==> src/rtl/ts_os_receiver.sv <==
`default_nettype none
// ============================================================================
//  Module      : ts_os_receiver
//  Description : Per-lane receive parser for Gen1/Gen2 TS1/TS2 ordered sets.
//                Extracts link/lane/N_FTS/rate/control fields, reports well
//                formed and malformed sets, and tracks runs of identical sets.
//  Revision    : 1.0 - initial release
// ============================================================================
module ts_os_receiver #(
  parameter int REQ_CONSEC = 8,
  parameter int CNT_W      = 4
) (
  input  logic             clk_i,
  input  logic             rst_ni,
  input  logic             sym_valid_i,
  input  logic [7:0]       sym_data_i,
  input  logic             sym_is_k_i,
  input  logic             clear_i,
  output logic             os_valid_o,
  output logic [1:0]       os_type_o,
  output logic [7:0]       link_num_o,
  output logic             link_pad_o,
  output logic [7:0]       lane_num_o,
  output logic             lane_pad_o,
  output logic [7:0]       n_fts_o,
  output logic [7:0]       rate_id_o,
  output logic [7:0]       train_ctrl_o,
  output logic [CNT_W-1:0] consec_cnt_o,
  output logic             ts1_consec_o,
  output logic             ts2_consec_o,
  output logic             os_err_o
);

  localparam logic [7:0]       C_COM     = 8'hBC;
  localparam logic [7:0]       C_PAD     = 8'hF7;
  localparam logic [7:0]       C_TS1     = 8'h4A;
  localparam logic [7:0]       C_TS2     = 8'h45;
  localparam logic [CNT_W-1:0] C_CNT_MAX = '1;
  localparam logic [CNT_W-1:0] C_REQ     = CNT_W'(REQ_CONSEC);

  typedef enum logic [0:0] {
    S_HUNT    = 1'b0,
    S_COLLECT = 1'b1
  } state_t;

  state_t           r_state;
  logic [3:0]       r_idx;
  // Fields of the set currently being collected
  logic [7:0]       r_cap_link, r_cap_lane, r_cap_nfts, r_cap_rate, r_cap_ctrl, r_cap_id;
  logic             r_cap_link_pad, r_cap_lane_pad;
  // Published fields; together with r_store_vld they form the previous-set store
  logic             r_os_valid, r_os_err, r_store_vld;
  logic [1:0]       r_os_type;
  logic [7:0]       r_link, r_lane, r_nfts, r_rate, r_ctrl;
  logic             r_link_pad, r_lane_pad;
  logic [CNT_W-1:0] r_cnt;

  logic             w_is_com, w_is_pad, w_abort, w_same;
  logic [1:0]       w_new_type;
  logic [CNT_W-1:0] w_cnt_inc;

  assign w_is_com   = sym_is_k_i && (sym_data_i == C_COM);
  assign w_is_pad   = sym_is_k_i && (sym_data_i == C_PAD);
  assign w_new_type = (r_cap_id == C_TS1) ? 2'b01 : 2'b10;
  assign w_cnt_inc  = (r_cnt == C_CNT_MAX) ? r_cnt : r_cnt + 1'b1;
  // Symbol 5 is already captured by the time symbol 15 is judged
  assign w_same     = r_store_vld && (r_os_type == w_new_type) &&
                      (r_link == r_cap_link) && (r_link_pad == r_cap_link_pad) &&
                      (r_lane == r_cap_lane) && (r_lane_pad == r_cap_lane_pad) &&
                      (r_nfts == r_cap_nfts) && (r_rate == r_cap_rate) &&
                      (r_ctrl == r_cap_ctrl);

  // Legality of the current symbol at its position within the set (COM handled separately)
  always_comb begin
    w_abort = 1'b0;
    if (r_idx == 4'd1 || r_idx == 4'd2)
      w_abort = sym_is_k_i && !w_is_pad;
    else if (r_idx <= 4'd5)
      w_abort = sym_is_k_i;
    else if (r_idx == 4'd6)
      w_abort = sym_is_k_i || ((sym_data_i != C_TS1) && (sym_data_i != C_TS2));
    else
      w_abort = sym_is_k_i || (sym_data_i != r_cap_id);
  end

  // Symbol-collection FSM, field capture, publication and consecutive tracking
  always_ff @(posedge clk_i or negedge rst_ni) begin
    if (!rst_ni) begin
      r_state        <= S_HUNT;
      r_idx          <= 4'd0;
      r_cap_link     <= 8'd0;
      r_cap_lane     <= 8'd0;
      r_cap_nfts     <= 8'd0;
      r_cap_rate     <= 8'd0;
      r_cap_ctrl     <= 8'd0;
      r_cap_id       <= 8'd0;
      r_cap_link_pad <= 1'b0;
      r_cap_lane_pad <= 1'b0;
      r_os_valid     <= 1'b0;
      r_os_err       <= 1'b0;
      r_store_vld    <= 1'b0;
      r_os_type      <= 2'b00;
      r_link         <= 8'd0;
      r_lane         <= 8'd0;
      r_nfts         <= 8'd0;
      r_rate         <= 8'd0;
      r_ctrl         <= 8'd0;
      r_link_pad     <= 1'b0;
      r_lane_pad     <= 1'b0;
      r_cnt          <= '0;
    end else begin
      r_os_valid <= 1'b0;
      r_os_err   <= 1'b0;
      if (sym_valid_i) begin
        case (r_state)
          S_HUNT: begin
            if (w_is_com) begin
              r_state <= S_COLLECT;
              r_idx   <= 4'd1;
            end
          end
          S_COLLECT: begin
            if (w_is_com) begin
              // Unexpected COM: report the broken set and resynchronise on this COM
              r_os_err    <= 1'b1;
              r_cnt       <= '0;
              r_store_vld <= 1'b0;
              r_idx       <= 4'd1;
            end else if (w_abort) begin
              r_os_err    <= 1'b1;
              r_cnt       <= '0;
              r_store_vld <= 1'b0;
              r_state     <= S_HUNT;
              r_idx       <= 4'd0;
            end else begin
              case (r_idx)
                4'd1: begin r_cap_link <= sym_data_i; r_cap_link_pad <= sym_is_k_i; end
                4'd2: begin r_cap_lane <= sym_data_i; r_cap_lane_pad <= sym_is_k_i; end
                4'd3: r_cap_nfts <= sym_data_i;
                4'd4: r_cap_rate <= sym_data_i;
                4'd5: r_cap_ctrl <= sym_data_i;
                4'd6: r_cap_id   <= sym_data_i;
                default: ;
              endcase
              if (r_idx == 4'd15) begin
                r_os_valid  <= 1'b1;
                r_os_type   <= w_new_type;
                r_link      <= r_cap_link;
                r_link_pad  <= r_cap_link_pad;
                r_lane      <= r_cap_lane;
                r_lane_pad  <= r_cap_lane_pad;
                r_nfts      <= r_cap_nfts;
                r_rate      <= r_cap_rate;
                r_ctrl      <= r_cap_ctrl;
                r_cnt       <= w_same ? w_cnt_inc : {{(CNT_W-1){1'b0}}, 1'b1};
                r_store_vld <= 1'b1;
                r_state     <= S_HUNT;
                r_idx       <= 4'd0;
              end else begin
                r_idx <= r_idx + 4'd1;
              end
            end
          end
          default: begin
            r_state <= S_HUNT;
            r_idx   <= 4'd0;
          end
        endcase
      end
      // LTSSM state change restarts run tracking; overrides any update above
      if (clear_i) begin
        r_cnt       <= '0;
        r_store_vld <= 1'b0;
      end
    end
  end

  assign os_valid_o   = r_os_valid;
  assign os_err_o     = r_os_err;
  assign os_type_o    = r_os_type;
  assign link_num_o   = r_link;
  assign link_pad_o   = r_link_pad;
  assign lane_num_o   = r_lane;
  assign lane_pad_o   = r_lane_pad;
  assign n_fts_o      = r_nfts;
  assign rate_id_o    = r_rate;
  assign train_ctrl_o = r_ctrl;
  assign consec_cnt_o = r_cnt;
  assign ts1_consec_o = (r_os_type == 2'b01) && (r_cnt >= C_REQ);
  assign ts2_consec_o = (r_os_type == 2'b10) && (r_cnt >= C_REQ);

endmodule
`default_nettype wire

==> config.mk <==
export PLATFORM = sky130hd
export DESIGN_NAME = ts_os_receiver
export DESIGN_NICKNAME = d
export VERILOG_FILES = /design/src/rtl/ts_os_receiver.sv
export SDC_FILE = /design/constraint.sdc
export NUM_CORES = 1
export LEC_CHECK = 0
export CELL_PAD_IN_SITES_DETAIL_PLACEMENT = 0
export CELL_PAD_IN_SITES_GLOBAL_PLACEMENT = 1
export CORE_MARGIN = 8
export CORE_UTILIZATION = 45
export CTS_CLUSTER_DIAMETER = 60
export DETAILED_ROUTE_END_ITERATION = 16
export PLACE_DENSITY = 0.82
export SLEW_MARGIN = 20
export SYNTH_ARGS = -nofsm -noshare
export SYNTH_HDL_FRONTEND = slang
export SYNTH_SLANG_ARGS = --single-unit
==> constraint.sdc <==
create_clock -name clk_i -period 7.4 [get_ports clk_i]
set_input_delay 1.11 -clock clk_i [delete_from_list [all_inputs] [get_ports clk_i]]
set_output_delay 1.11 -clock clk_i [all_outputs]
set_load 0.01 [all_outputs]
==> impl_metrics.xml <==
<?xml version="1.0" encoding="UTF-8"?>
<metrics>
  <group name="clock_tree">
    <metric name="clk_transition_reported_paths" unit="ps">70</metric>
    <metric name="cts_hold_buffers" unit="">0</metric>
    <metric name="cts_max_path_buffers" unit="">2</metric>
    <metric name="clk-insertion-delay-late" unit="ps">350</metric>
    <metric name="cts_buffer_count" unit="">9</metric>
    <metric name="cts_num_sinks" unit="">106</metric>
    <metric name="postCtsSetupBuffers" unit="">0</metric>
    <metric name="root_buffer" unit="">clkbuf_16</metric>
    <metric name="htreeDepth" unit="">3</metric>
    <metric name="tritoncts" unit="">yes</metric>
    <metric name="ctsResizeCount" unit="">0</metric>
  </group>
  <group name="critical_path">
    <metric name="timing.critical_path.from_type" unit="">input port</metric>
    <metric name="timing.critical_path.fanout_max" unit="">46</metric>
    <metric name="r2r_start" unit="">r_idx[0]</metric>
    <metric name="worst_r2r_path_depth" unit="">7</metric>
    <metric name="required" unit="ps">7630</metric>
    <metric name="worstPathArrival" unit="ps">4170</metric>
    <metric name="critical_path_class" unit="">input port to flip-flop</metric>
    <metric name="ff_to_ff_setup_slack" unit="ps">4330</metric>
    <metric name="worstSetupEndpointType" unit="">flip-flop</metric>
    <metric name="reg_to_reg_endpoint" unit="">train_ctrl_o[7]</metric>
  </group>
  <group name="route">
    <metric name="route.final.wire_length" unit="um">11300</metric>
    <metric name="drt-wirelength-per-cell" unit="um">19.4</metric>
    <metric name="drt_iter0_drc" unit="">130</metric>
    <metric name="detail_route.vias_per_cell" unit="">5.42</metric>
    <metric name="drt_drc_violations_left" unit="">0</metric>
    <metric name="ant_nets" unit="">0</metric>
    <metric name="drt_pass1_iterations" unit="">4</metric>
    <metric name="vias" unit="">3164</metric>
  </group>
  <group name="sta">
    <metric name="final_min_period_over_clock_period" unit="%">53.2</metric>
    <metric name="fmax" unit="MHz">254</metric>
    <metric name="rsz0062_at_grt" unit="">false</metric>
    <metric name="slew_violations" unit="">0</metric>
    <metric name="slew_headroom" unit="%">42.1</metric>
    <metric name="finalCriticalPeriod" unit="ps">3940</metric>
    <metric name="setup_total_negative_slack" unit="ps">0</metric>
    <metric name="clock-skew-final" unit="ps">9.27</metric>
    <metric name="tightest_slew" unit="ps">869</metric>
    <metric name="report.final.hold_viol_count" unit="">0</metric>
    <metric name="finalSetupViolations" unit="">0</metric>
  </group>
  <group name="placement">
    <metric name="numPlacedInstances" unit="">569</metric>
    <metric name="dpl.hpwl" unit="um">7980</metric>
    <metric name="finalWeightedCongestion" unit="">0.803</metric>
    <metric name="port_buffers" unit="">64</metric>
    <metric name="placement.cell_area" unit="mm2">0.00599</metric>
  </group>
  <group name="final_layout">
    <metric name="finish.utilization" unit="%">54.9</metric>
    <metric name="fin_cells" unit="">584</metric>
    <metric name="final_layout_size_suffix_gt1_share" unit="%">27.9</metric>
    <metric name="synthToLayoutAreaGrowth" unit="%">19.0</metric>
    <metric name="fin_area" unit="mm2">0.00627</metric>
    <metric name="fillCellCount" unit="">973</metric>
    <metric name="diodes" unit="">0</metric>
    <metric name="nNetsFinal" unit="">456</metric>
  </group>
  <group name="synth">
    <metric name="synth_cell_types" unit="">50</metric>
    <metric name="post-synth-top-area-fraction" unit="%">50.3</metric>
    <metric name="postSynth.asyncResetShare" unit="%">100</metric>
    <metric name="yosys-top-cells-area" unit="">dfrtp_1, mux2_4, xnor2_1, mux2_2, nand4_1</metric>
    <metric name="syn-mean-instance-area" unit="um2">14.1</metric>
    <metric name="synth.most_common_cell" unit="">dfrtp_1</metric>
    <metric name="yosysTopAreaCell" unit="">dfrtp_1</metric>
    <metric name="synth.cell_area" unit="mm2">0.00527</metric>
    <metric name="portion_of_the_post_synthesis_area_used_by_sequential_elements" unit="%">50.3</metric>
    <metric name="synthesized_net_count" unit="">393</metric>
    <metric name="synthCells" unit="">374</metric>
    <metric name="synth.cells.most_frequent" unit="">dfrtp_1, mux2_4, xnor2_1, mux2_2, nand4_1</metric>
    <metric name="ys_dominant_reg_cell" unit="">dfrtp_1</metric>
    <metric name="number_of_storage_elements_in_the_synthesis_netlist" unit="">106</metric>
    <metric name="count_of_warnings_emitted_by_yosys" unit="">0</metric>
    <metric name="number_of_enable_type_register_cells_in_the_synthesized_netlist" unit="">0</metric>
  </group>
  <group name="global_route">
    <metric name="maximum_number_of_pins_on_one_net_before_global_route_repair" unit="">68</metric>
    <metric name="grt_antenna_before_repair" unit="">0</metric>
    <metric name="grt_first_pass_wirelength" unit="um">18600</metric>
    <metric name="grt_pass1_vias" unit="">3367</metric>
    <metric name="global_route_usage_over_all_layers" unit="%">14.9</metric>
    <metric name="globalRouteOverflowTotal" unit="">0</metric>
  </group>
  <group name="pwr">
    <metric name="pwr_density_cell" unit="mW/mm2">172</metric>
    <metric name="power.ir.vdd_worst" unit="uV">99.0</metric>
    <metric name="sequential_share_of_power" unit="%">54.2</metric>
    <metric name="power.share.switching" unit="%">22.8</metric>
    <metric name="power_frac_comb" unit="%">4.0</metric>
    <metric name="clock_power_share" unit="%">41.8</metric>
    <metric name="internal_power" unit="uW">831</metric>
    <metric name="power_switching" unit="uW">246</metric>
    <metric name="power.leakage" unit="uW">0.00299</metric>
  </group>
  <group name="worst_hold_path">
    <metric name="hp-class" unit="">flip-flop to flip-flop</metric>
    <metric name="worstHoldPathCells" unit="">1</metric>
    <metric name="worstHoldStart" unit="">os_type_o[0]</metric>
    <metric name="timing.hold.worst_endpoint" unit="">os_type_o[0]</metric>
  </group>
  <group name="die">
    <metric name="floorplan.core_area" unit="mm2">0.0114</metric>
    <metric name="die-height" unit="um">124</metric>
    <metric name="floorplan.die_area" unit="mm2">0.0154</metric>
    <metric name="rows" unit="">39</metric>
    <metric name="ios" unit="">65</metric>
    <metric name="fp.dieW" unit="um">124</metric>
    <metric name="floorplan.initialDensity" unit="%">46.1</metric>
  </group>
  <group name="flow_run">
    <metric name="cap_viol_max_count" unit="">0</metric>
  </group>
  <group name="status">
    <metric name="outcome" unit="">finished, final reports clean</metric>
  </group>
</metrics>
-- metal layers --
layer / wire length, um / vias to the layer above / global-route usage (%)
li1: - / 1453 / -
met1: 5330 / 1639 / 19.4
met2: 5230 / 58 / 23.1
met3: 527 / 14 / 3.19
met4: 229 / 0 / 6.87
met5: 0 / - / 0
-- power groups by stage --
stage	registers, uW	logic (uW)	clock network [uW]
floorplan	594	18.6	0
global route	584	48.1	484
finish	584	43.3	450
detailed placement	595	44.2	0
CTS	583	44.4	462
global placement	595	43.4	0
-- flip-flops by register name, indices dropped and copies added (netlist names), 2 cells and up --
signal and count:
consec_cnt_o 4, lane_num_o 8, link_num_o 8, n_fts_o 8
os_type_o 2, r_cap_ctrl 8, r_cap_id 8, r_cap_lane 8
r_cap_link 8, r_cap_nfts 8, r_cap_rate 8, r_idx 4
rate_id_o 8, train_ctrl_o 8
-- layout make-up --
type / count / area [um2] / share of cell area [%]
Clock inverter: 5 / 40.0 / 0.639
Inverter: 10 / 37.5 / 0.599
Sequential cell: 106 / 2650 / 42.3
Timing Repair Buffer: 65 / 646 / 10.3
Multi-Input combinational cell: 245 / 2470 / 39.5
Clock buffer: 10 / 239 / 3.81
Tap cell: 143 / 179 / 2.85
-- kinds of logic after synthesis --
family | after synthesis | share of synthesized area (%)
flops | 106 | 50.3
xor+xnor | 50 | 8.31
mux | 93 | 24.1
simple gates | 69 | 8.93
fa+ha+maj | 6 | 1.42
buf+inv | 23 | 2.71
compound gates | 27 | 4.16
-- worst max-delay path, stage by stage --
cell and delay (ps):
clkdlybuf4s50_1 790, nor4b_2 300, o211ai_1 150, a31oi_1 370, o2111a_4 420, nand2_4 470, mux2_4 500
-- through the flow --
stage / hold slack (ps) / worst slack, ps / power [uW]
after global routing: 566 / 3370 / 1120
after CTS: 545 / 3540 / 1090
after floorplan: 494 / 4470 / 613
after detailed placement: 528 / 3170 / 639
after global placement: 519 / 3240 / 638
final: 539 / 3460 / 1080
-- placed cells by master (no fill, tap or decap), types with 7 or more instances in the layout --
cell             synthesis  final
nand4_1                 14     14
dfrtp_1                106    106
nor2_1                   7      7
clkbuf_16                0      9
mux2_4                  60     60
mux2_2                  31     31
nand2_1                 12     12
o21ai_0                  7      7
xnor2_1                 49     49
clkdlybuf4s50_1          0     63
inv_1                   10     10
-- worst max path at each step --
stage	startpoint	endpoint	slack, ps	cells past startpoint
after floorplan	sym_data_i[4]	r_cap_id[0]	4470	8
after global placement	sym_data_i[1]	train_ctrl_o[3]	3240	7
after detailed placement	sym_data_i[1]	train_ctrl_o[4]	3170	7
after CTS	sym_data_i[1]	lane_num_o[7]	3540	7
after global routing	sym_data_i[4]	os_type_o[1]	3370	8
final	sym_data_i[6]	train_ctrl_o[7]	3460	7
Note: power is estimated with default switching activity, not from simulation.
